--- src/rtl/counter_sequencer.sv ---
// Push-button sequencer for a 4-bit counter: synchronises and debounces three keys,
// then drives one-cycle load/step strobes from an IDLE/LOAD/STEP/RUN state machine.
module counter_sequencer #(
    parameter int unsigned DEB_CYCLES = 50000,
    parameter int unsigned TICK_DIV   = 25000000
) (
    input  logic       CLOCK_50,
    input  logic       RESET_N,
    input  logic       KEY_LOAD_N,
    input  logic       KEY_STEP_N,
    input  logic       KEY_RUN_N,
    input  logic [3:0] SW_D,
    output logic       load_strobe,
    output logic [3:0] load_data,
    output logic       step_strobe,
    output logic [1:0] state,
    output logic       run_led
);

    localparam int unsigned NKEYS = 3;
    localparam int unsigned CW    = 16;
    localparam int unsigned PW    = 25;
    localparam logic [CW-1:0] DEB_LAST  = CW'(DEB_CYCLES - 1);
    localparam logic [PW-1:0] TICK_LAST = PW'(TICK_DIV - 1);

    typedef enum logic [1:0] {
        S_IDLE = 2'b00,
        S_LOAD = 2'b01,
        S_STEP = 2'b10,
        S_RUN  = 2'b11
    } state_t;

    // Key index 0 = load, 1 = step, 2 = run.
    logic [NKEYS-1:0] keys;
    logic [NKEYS-1:0] sync1;
    logic [NKEYS-1:0] sync2;
    logic [NKEYS-1:0] stable;
    logic [NKEYS-1:0] stable_dly;
    logic [NKEYS-1:0] evt;
    logic [CW-1:0]    cnt [NKEYS];

    assign keys = {KEY_RUN_N, KEY_STEP_N, KEY_LOAD_N};

    // Synchroniser, debounce counter and registered press-edge detector per key.
    always_ff @(posedge CLOCK_50 or negedge RESET_N) begin
        if (!RESET_N) begin
            sync1      <= '1;
            sync2      <= '1;
            stable     <= '1;
            stable_dly <= '1;
            evt        <= '0;
            for (int i = 0; i < NKEYS; i++) begin
                cnt[i] <= '0;
            end
        end else begin
            sync1      <= keys;
            sync2      <= sync1;
            stable_dly <= stable;
            evt        <= stable_dly & ~stable;
            for (int i = 0; i < NKEYS; i++) begin
                if (sync2[i] == stable[i]) begin
                    cnt[i] <= '0;
                end else if (cnt[i] == DEB_LAST) begin
                    cnt[i]    <= '0;
                    stable[i] <= sync2[i];
                end else begin
                    cnt[i] <= CW'(cnt[i] + CW'(1));
                end
            end
        end
    end

    state_t        state_q, state_d;
    logic [PW-1:0] presc_q, presc_d;
    logic          load_strobe_d;
    logic          step_strobe_d;
    logic [3:0]    load_data_d;

    always_ff @(posedge CLOCK_50 or negedge RESET_N) begin
        if (!RESET_N) begin
            state_q     <= S_IDLE;
            presc_q     <= '0;
            load_strobe <= 1'b0;
            step_strobe <= 1'b0;
            load_data   <= '0;
            run_led     <= 1'b0;
        end else begin
            state_q     <= state_d;
            presc_q     <= presc_d;
            load_strobe <= load_strobe_d;
            step_strobe <= step_strobe_d;
            load_data   <= load_data_d;
            run_led     <= (state_d == S_RUN);
        end
    end

    // Next state and registered-output values; load outranks step outranks run.
    always_comb begin
        state_d       = state_q;
        presc_d       = presc_q;
        load_strobe_d = 1'b0;
        step_strobe_d = 1'b0;
        load_data_d   = load_data;
        case (state_q)
            S_IDLE: begin
                presc_d = '0;
                if (evt[0]) begin
                    state_d       = S_LOAD;
                    load_strobe_d = 1'b1;
                    load_data_d   = SW_D;
                end else if (evt[1]) begin
                    state_d       = S_STEP;
                    step_strobe_d = 1'b1;
                end else if (evt[2]) begin
                    state_d = S_RUN;
                end
            end
            S_LOAD, S_STEP: begin
                state_d = S_IDLE;
            end
            S_RUN: begin
                if (evt[2]) begin
                    state_d = S_IDLE;
                    presc_d = '0;
                end else if (evt[0]) begin
                    load_strobe_d = 1'b1;
                    load_data_d   = SW_D;
                    presc_d       = '0;
                end else if (presc_q == TICK_LAST) begin
                    step_strobe_d = 1'b1;
                    presc_d       = '0;
                end else begin
                    presc_d = PW'(presc_q + PW'(1));
                end
            end
        endcase
    end

    assign state = state_q;

endmodule

--- config.mk ---
export PLATFORM = sky130hd
export DESIGN_NAME = counter_sequencer
export DESIGN_NICKNAME = d
export VERILOG_FILES = /design/src/rtl/counter_sequencer.sv
export SDC_FILE = /design/constraint.sdc
export NUM_CORES = 1
export LEC_CHECK = 0
export CAP_MARGIN = 20
export CORE_UTILIZATION = 50
export CTS_BUF_LIST = sky130_fd_sc_hd__clkbuf_8
export CTS_CLUSTER_SIZE = 14
export DETAILED_ROUTE_END_ITERATION = 10
export MAX_ROUTING_LAYER = met4
export PLACE_DENSITY = 0.68
export SETUP_SLACK_MARGIN = 0.4
export SYNTH_ARGS = -nofsm -noshare
export SYNTH_HDL_FRONTEND = slang
export SYNTH_SLANG_ARGS = --single-unit
--- constraint.sdc ---
create_clock -name CLOCK_50 -period 4.2 [get_ports CLOCK_50]
set_input_delay 0.84 -clock CLOCK_50 [delete_from_list [all_inputs] [get_ports CLOCK_50]]
set_output_delay 0.84 -clock CLOCK_50 [all_outputs]
set_load 0.005 [all_outputs]
==> flow_metrics.py <==
metrics = {
    "clock_tree": {
        "clockRootBuffer": "clkbuf_8",
        "cts_tree": "built",
        "htreeDepth": 3,
        "postCtsHoldBufs": 0,
        "ctsResizeCount": 0,
        "cts_made_buffers": 9,
        "cts_sinks": 97,
        "postCtsSetupBuffers": 0,
        "insertion_delay_ps": 360,
        "clk_pin_slew_ps": 90,
        "cts_max_path_buffers": 2,
    },
    "drt": {
        "final_antenna_net_count": 0,
        "via_per_inst": 5.51,
        "first_pass_iters": 4,
        "drc_errors": 0,
        "routed_wl_um": 8090,
        "dr_total_vias": 3264,
        "avgRoutedWirePerCell_um": 13.7,
        "drt_iter0_drc": 120,
    },
    "final_layout": {
        "area_growth_pct": 9.26,
        "final_layout_size_suffix_gt1_share_pct": 9.30,
        "antenna_cells": 0,
        "fin_cells": 592,
        "final_nets": 494,
    },
    "sta": {
        "fin_crit_ps": 2370,
        "holdWs_ps": 359,
        "worst_slew_pin_slew_ps": 958,
        "post-route-period-util_pct": 56.5,
        "finClkSkew_ps": 9.89,
        "max_freq_mhz": 422,
        "finalMaxSlewViolations": 0,
        "max-slew-margin-rel_pct": 36.1,
        "setup_viol": 0,
        "tns_ps": 0,
        "rsz0062_at_grt": "no",
        "hold_viol_final": 0,
    },
    "logic_synthesis": {
        "ys_async_sr_fraction_pct": 100,
        "synth_cell_type_count": 45,
        "synthFlopType": "dfrtp_1",
        "synth_area_leader_cell": "dfrtp_1",
        "syn_area_um2": 4620,
        "synth-seq-cells": 97,
        "synthCells": 463,
        "ys_top_cells_by_area": "dfrtp_1 46%, dfstp_2 6.8%, xor2_1 5.7%",
        "synth_nets": 478,
        "synth.avg_cell_area_um2": 9.98,
        "synth_top_area_share_pct": 46.0,
        "synth_warnings": 0,
        "synth_edf_count": 0,
        "yosysSeqAreaShare_pct": 52.8,
    },
    "floorplan": {
        "num_rows": 34,
        "die-area_um2": 9630,
        "initial_core_util_pct": 52.2,
        "core_um2": 8850,
        "die_y_um": 98.1,
        "fp.dieW_um": 98.1,
        "ioPinCount": 18,
    },
    "grt": {
        "grt_max_degree": 72,
        "antenna_found_initial": 0,
        "overflow": 0,
        "track_usage_pct": 19.5,
        "grt_pass1_vias": 3282,
        "grt_first_pass_wirelength_um": 14700,
    },
    "place": {
        "portBuffers": 17,
        "dpl.hpwl_um": 5520,
        "place_inst": 576,
        "place_congestion": 0.776,
    },
    "hold_path": {
        "hold_path_depth": 0,
        "hold_class": "flop to flop",
        "min_to": "sync2[1]$_DFF_PN1_",
        "hp-start": "sync1[1]$_DFF_PN1_",
    },
    "critical_path": {
        "r2r_start": "state[0]$_DFF_PN0_",
        "required_ps": 4500,
        "r2r_end": "presc_q[16]$_DFFE_PN0P_",
        "cp_max_fo": 30,
        "crit_chain": "inv_1 -> ha_1 -> nor2_1 -> o41ai_4 -> or4_1 -> nand3_1",
        "worstPathArrival_ps": 2670,
        "r2r_slack_ps": 1830,
        "cpPeakStageDelay_ps": 670,
        "reg2reg_depth": 6,
        "crit_slowest_cell": "ha_1",
        "path_class": "flop to flop",
        "endpoint_kind": "flop",
        "worstSetupStartpointType": "flop",
    },
    "power_and_ir_drop": {
        "ir_worst_vdd_v": 0.000196,
        "cellPowerDensity_nw_per_um2": 309,
        "leakagePower_uw": 0.00212,
    },
    "run": {
        "cap_violations": 0,
    },
    "run_status": {
        "status": "complete, no violations",
    },
}
[critical path, delay by kind of cell (launching register included)]
kind	cells	cell delay, ps
fa+ha+maj	1	670
flops	1	380
compound gates	1	230
simple gates	3	950
buf+inv	1	70
[placed cells by master (no fill, tap or decap), drive strengths merged, types with 2 or more instances in the layout]
master,instances
nor3b,4
clkdlybuf4s50,16
or2,4
clkinvlp,3
nand2b,3
nor2b,10
dfrtp,85
xnor2,17
nand4,21
o211ai,3
mux2,7
inv,22
nand2,32
or4,4
and2,4
a21oi,15
or3,16
and4,6
nor2,61
and3,13
nand3,39
dfstp,12
ha,6
nor3,5
xor2,30
o22ai,3
nor4,4
buf,2
clkbuf,10
nor4b,4
o21ai,16
[synthesized netlist by cell type, types with 13 or more instances]
cell,count
dfrtp_1,85
a21oi_1,14
and3_1,13
nor2_1,60
xnor2_1,17
nand4_1,20
nand3_1,39
inv_1,20
xor2_1,30
o21ai_0,15
nand2_1,32
or3_1,16
[where the power goes]
| group | total, uW | switching, uW | internal (uW) |
|---|---|---|---|
| Combinational | 50.4 | 31.4 | 19.0 |
| Clock | 554 | 321 | 232 |
| Sequential | 956 | 8.82 | 948 |
| Total | 1560 | 361 | 1200 |
[through the flow]
step | worst slack [ps] | utilization, % | instance area [um2] | total power, uW
2_1_floorplan | 2340 | - | 4620 | 991
3_3_place_gp | 1900 | 55.0 | 4870 | 1030
3_5_place_dp | 1830 | 55.0 | 4870 | 1030
4_1_cts | 1830 | 57.1 | 5050 | 1590
5_1_grt | 1620 | 57.1 | 5050 | 1630
6_report | 1830 | 57.1 | 5050 | 1560
[final cells by class]
type,instances,area (um2)
Clock buffer,10,138
Clock inverter,6,43.8
Fill cell,775,3800
Inverter,20,75.1
Multi-Input combinational cell,333,2040
Sequential cell,97,2440
Tap cell,108,135
Timing Repair Buffer,18,175
[flip-flops by register name, summed over array words and instances, names as in the netlist]
register / count
cnt: 48
presc_q: 25
load_data: 4
evt: 3
stable: 3
stable_dly: 3
sync1: 3
sync2: 3
state: 2
load_strobe: 1
run_led: 1
step_strobe: 1
[worst max path at each step]
stage / from / end / slack, ps / depth (start not counted)
floorplan: state[1]$_DFF_PN0_ / presc_q[16]$_DFFE_PN0P_ / 2340 / 6
global placement: state[0]$_DFF_PN0_ / presc_q[16]$_DFFE_PN0P_ / 1900 / 6
detailed placement: state[0]$_DFF_PN0_ / presc_q[16]$_DFFE_PN0P_ / 1830 / 6
CTS: state[0]$_DFF_PN0_ / presc_q[16]$_DFFE_PN0P_ / 1830 / 6
global route: state[0]$_DFF_PN0_ / presc_q[16]$_DFFE_PN0P_ / 1620 / 6
finish: state[0]$_DFF_PN0_ / presc_q[16]$_DFFE_PN0P_ / 1830 / 6
[layer usage]
metal / GRT usage [%] / wire length (um) / up-vias
li1: - / - / 1631
met5: - / 0 / -
met1: 24.7 / 3930 / 1585
met2: 30.9 / 3790 / 41
met3: 4.65 / 279 / 7
met4: 6.66 / 89 / 0
[cell families after synthesis]
logic type                 after synthesis  synth area share (%)
adders and majority gates                6                  1.62
xor gates and xnor gates                47                  8.91
AOI/OAI and AO/OA                       42                  5.69
DFF                                     97                  52.8
muxes                                    7                  1.71
buffers and inverters                   33                  3.00
and+or+nand+nor                        231                  26.2
Power figures use the tool's default switching activity.
==> RTL change (same flow settings) <==
Change the localparam `PW` from 25 to 50.
--- a/src/rtl/counter_sequencer.sv
+++ b/src/rtl/counter_sequencer.sv
@@ -19,7 +19,7 @@
 
     localparam int unsigned NKEYS = 3;
     localparam int unsigned CW    = 16;
-    localparam int unsigned PW    = 25;
+    localparam int unsigned PW    = 50;
     localparam logic [CW-1:0] DEB_LAST  = CW'(DEB_CYCLES - 1);
     localparam logic [PW-1:0] TICK_LAST = PW'(TICK_DIV - 1);
 
Function: no difference found for any inputs over 10 cycles, from zero or initial values and one cycle with RESET_N low; that may be too few to reach the edited logic, so the function may still have changed.
==> RTL change against the unedited design <==
Critical path depth rose by 2. Cell count rose by 36%. Power rose by 57%. Worst setup slack got worse by 0.57 ns. First-iteration DRC count rose by 120%. Critical endpoint is now presc_q[33]. Final area rose by 36%. Largest cell class unchanged. Synthesized area rose by 32%. Sequential cell count rose by 25. Wire length rose by 60%.
==> RTL change: results (changes against the unedited design) <==
Status
  – Run status: finished clean (unchanged)

Cells and area
  – Fraction of layout instances using a drive strength above 1: 10.7% (was 9.30%)
  – Filler Cell Count: 959 (was 775)
  – Nets: 665 (was 494)

Yosys
  – Synth top cells by count: dfrtp_1, nor2_1, nand2_1, nand3_1, a31oi_1 (was dfrtp_1, nor2_1, nand3_1, nand2_1, xor2_1)
  – Cell variety after synth: 51 (was 45)
  – Area contributors post-synth: dfrtp_1, dfstp_2, nand3_1 (was dfrtp_1, dfstp_2, xor2_1)
  – Post-synth net total: 653 (was 478)
  – Mapped Cells: 638 (was 463)

Clock network
  – Clock transition at path regs: 0.07 ns (was 0.09 ns)
  – CTS buffer count: 17 (was 9)
  – Clock latency at the later pin of the worst-skew pair: 0.46 ns (was 0.36 ns)

STA
  – Skew final: 0.0124 ns (was 0.00989 ns)
  – Slew @ Worst Pin: 0.887 ns (was 0.958 ns)

Power
  – Clock-net power: 1.20 mW (was 0.554 mW)
  – Leak: 2.84 nW (was 2.12 nW)
  – Combinational group share of total power: 2.3% (was 3.2%)

Place
  – Final Wtd Congestion: 0.860 (was 0.776)
  – Post-placement cell area: 6410 µm² (was 4870 µm²)
  – Placed wire-length estimate: 8590 µm (was 5520 µm)

Drt
  – DR pass1 iterations: 5 (was 4)
  – Wire per inst: 16.1 µm (was 13.7 µm)
  – Via count: 4856 (was 3264)

Worst setup path
  – Crit path max fanout: 29 (was 30)
  – Crit path DAT: 3.34 ns (was 2.67 ns)

Global route
  – Vias in the first global route: 4698 (was 3282)
  – GRT Util Overall: 23.2% (was 19.5%)
  – Largest net degree at the start of global routing: 64 (was 72)
## RTL change: final cells by class
class                      instances  area share, %
clock buffer                      18           3.61
clock inverter                    13           2.96
sequential                       122           44.7
timing repair buffer              21           3.36
multi-input combinational        477           42.1
tap                              143           2.61
inverter                          11          0.602
## RTL change: cells by family after synthesis
logic type	Yosys count	share of synthesized area, %
muxes	9	1.62
adders and majority gates	6	1.23
and+or+nand+nor	307	26.7
xor gates and xnor gates	45	6.46
AOI/OAI and AO/OA	110	11.1
DFF	122	50.3
buffers and inverters	39	2.58
## RTL change: metrics by stage
stage	hold WS, ns	setup slack [ns]	util (%)
after global placement	0.347	1.25	54.7
after CTS	0.357	1.27	58.8
final	0.357	1.26	58.8
after floorplan	0.345	1.64	-
after detailed placement	0.347	1.29	55.0
after global routing	0.359	1.12	58.8
## RTL change: worst paths after layout
path,start,endpoint,slack (ns),depth (start not counted)
min reg2reg,sync1[1],sync2[1],0.36,0
max,state[0],presc_q[33],1.26,8
min,sync1[1],sync2[1],0.36,0
max in group asynchronous,RESET_N,sync1[0],2.90,2
max reg2reg,state[0],presc_q[33],1.26,8
min in group asynchronous,RESET_N,presc_q[37],0.46,1
## RTL change: worst max-delay path, cell delays in order (launching register included)
cell,delay (ns)
dfrtp_1,0.37
inv_1,0.06
ha_1,0.29
buf_4,0.24
nor2_1,0.22
nand2_1,0.31
or2_2,0.58
or4_2,0.69
nand3_1,0.10
## RTL change: layer usage
metal	global-route usage [%]	part of all wire, %
met4	8.53	1.6
met2	36.8	48
met3	5.72	4.4
met1	29.0	46
met5	-	0
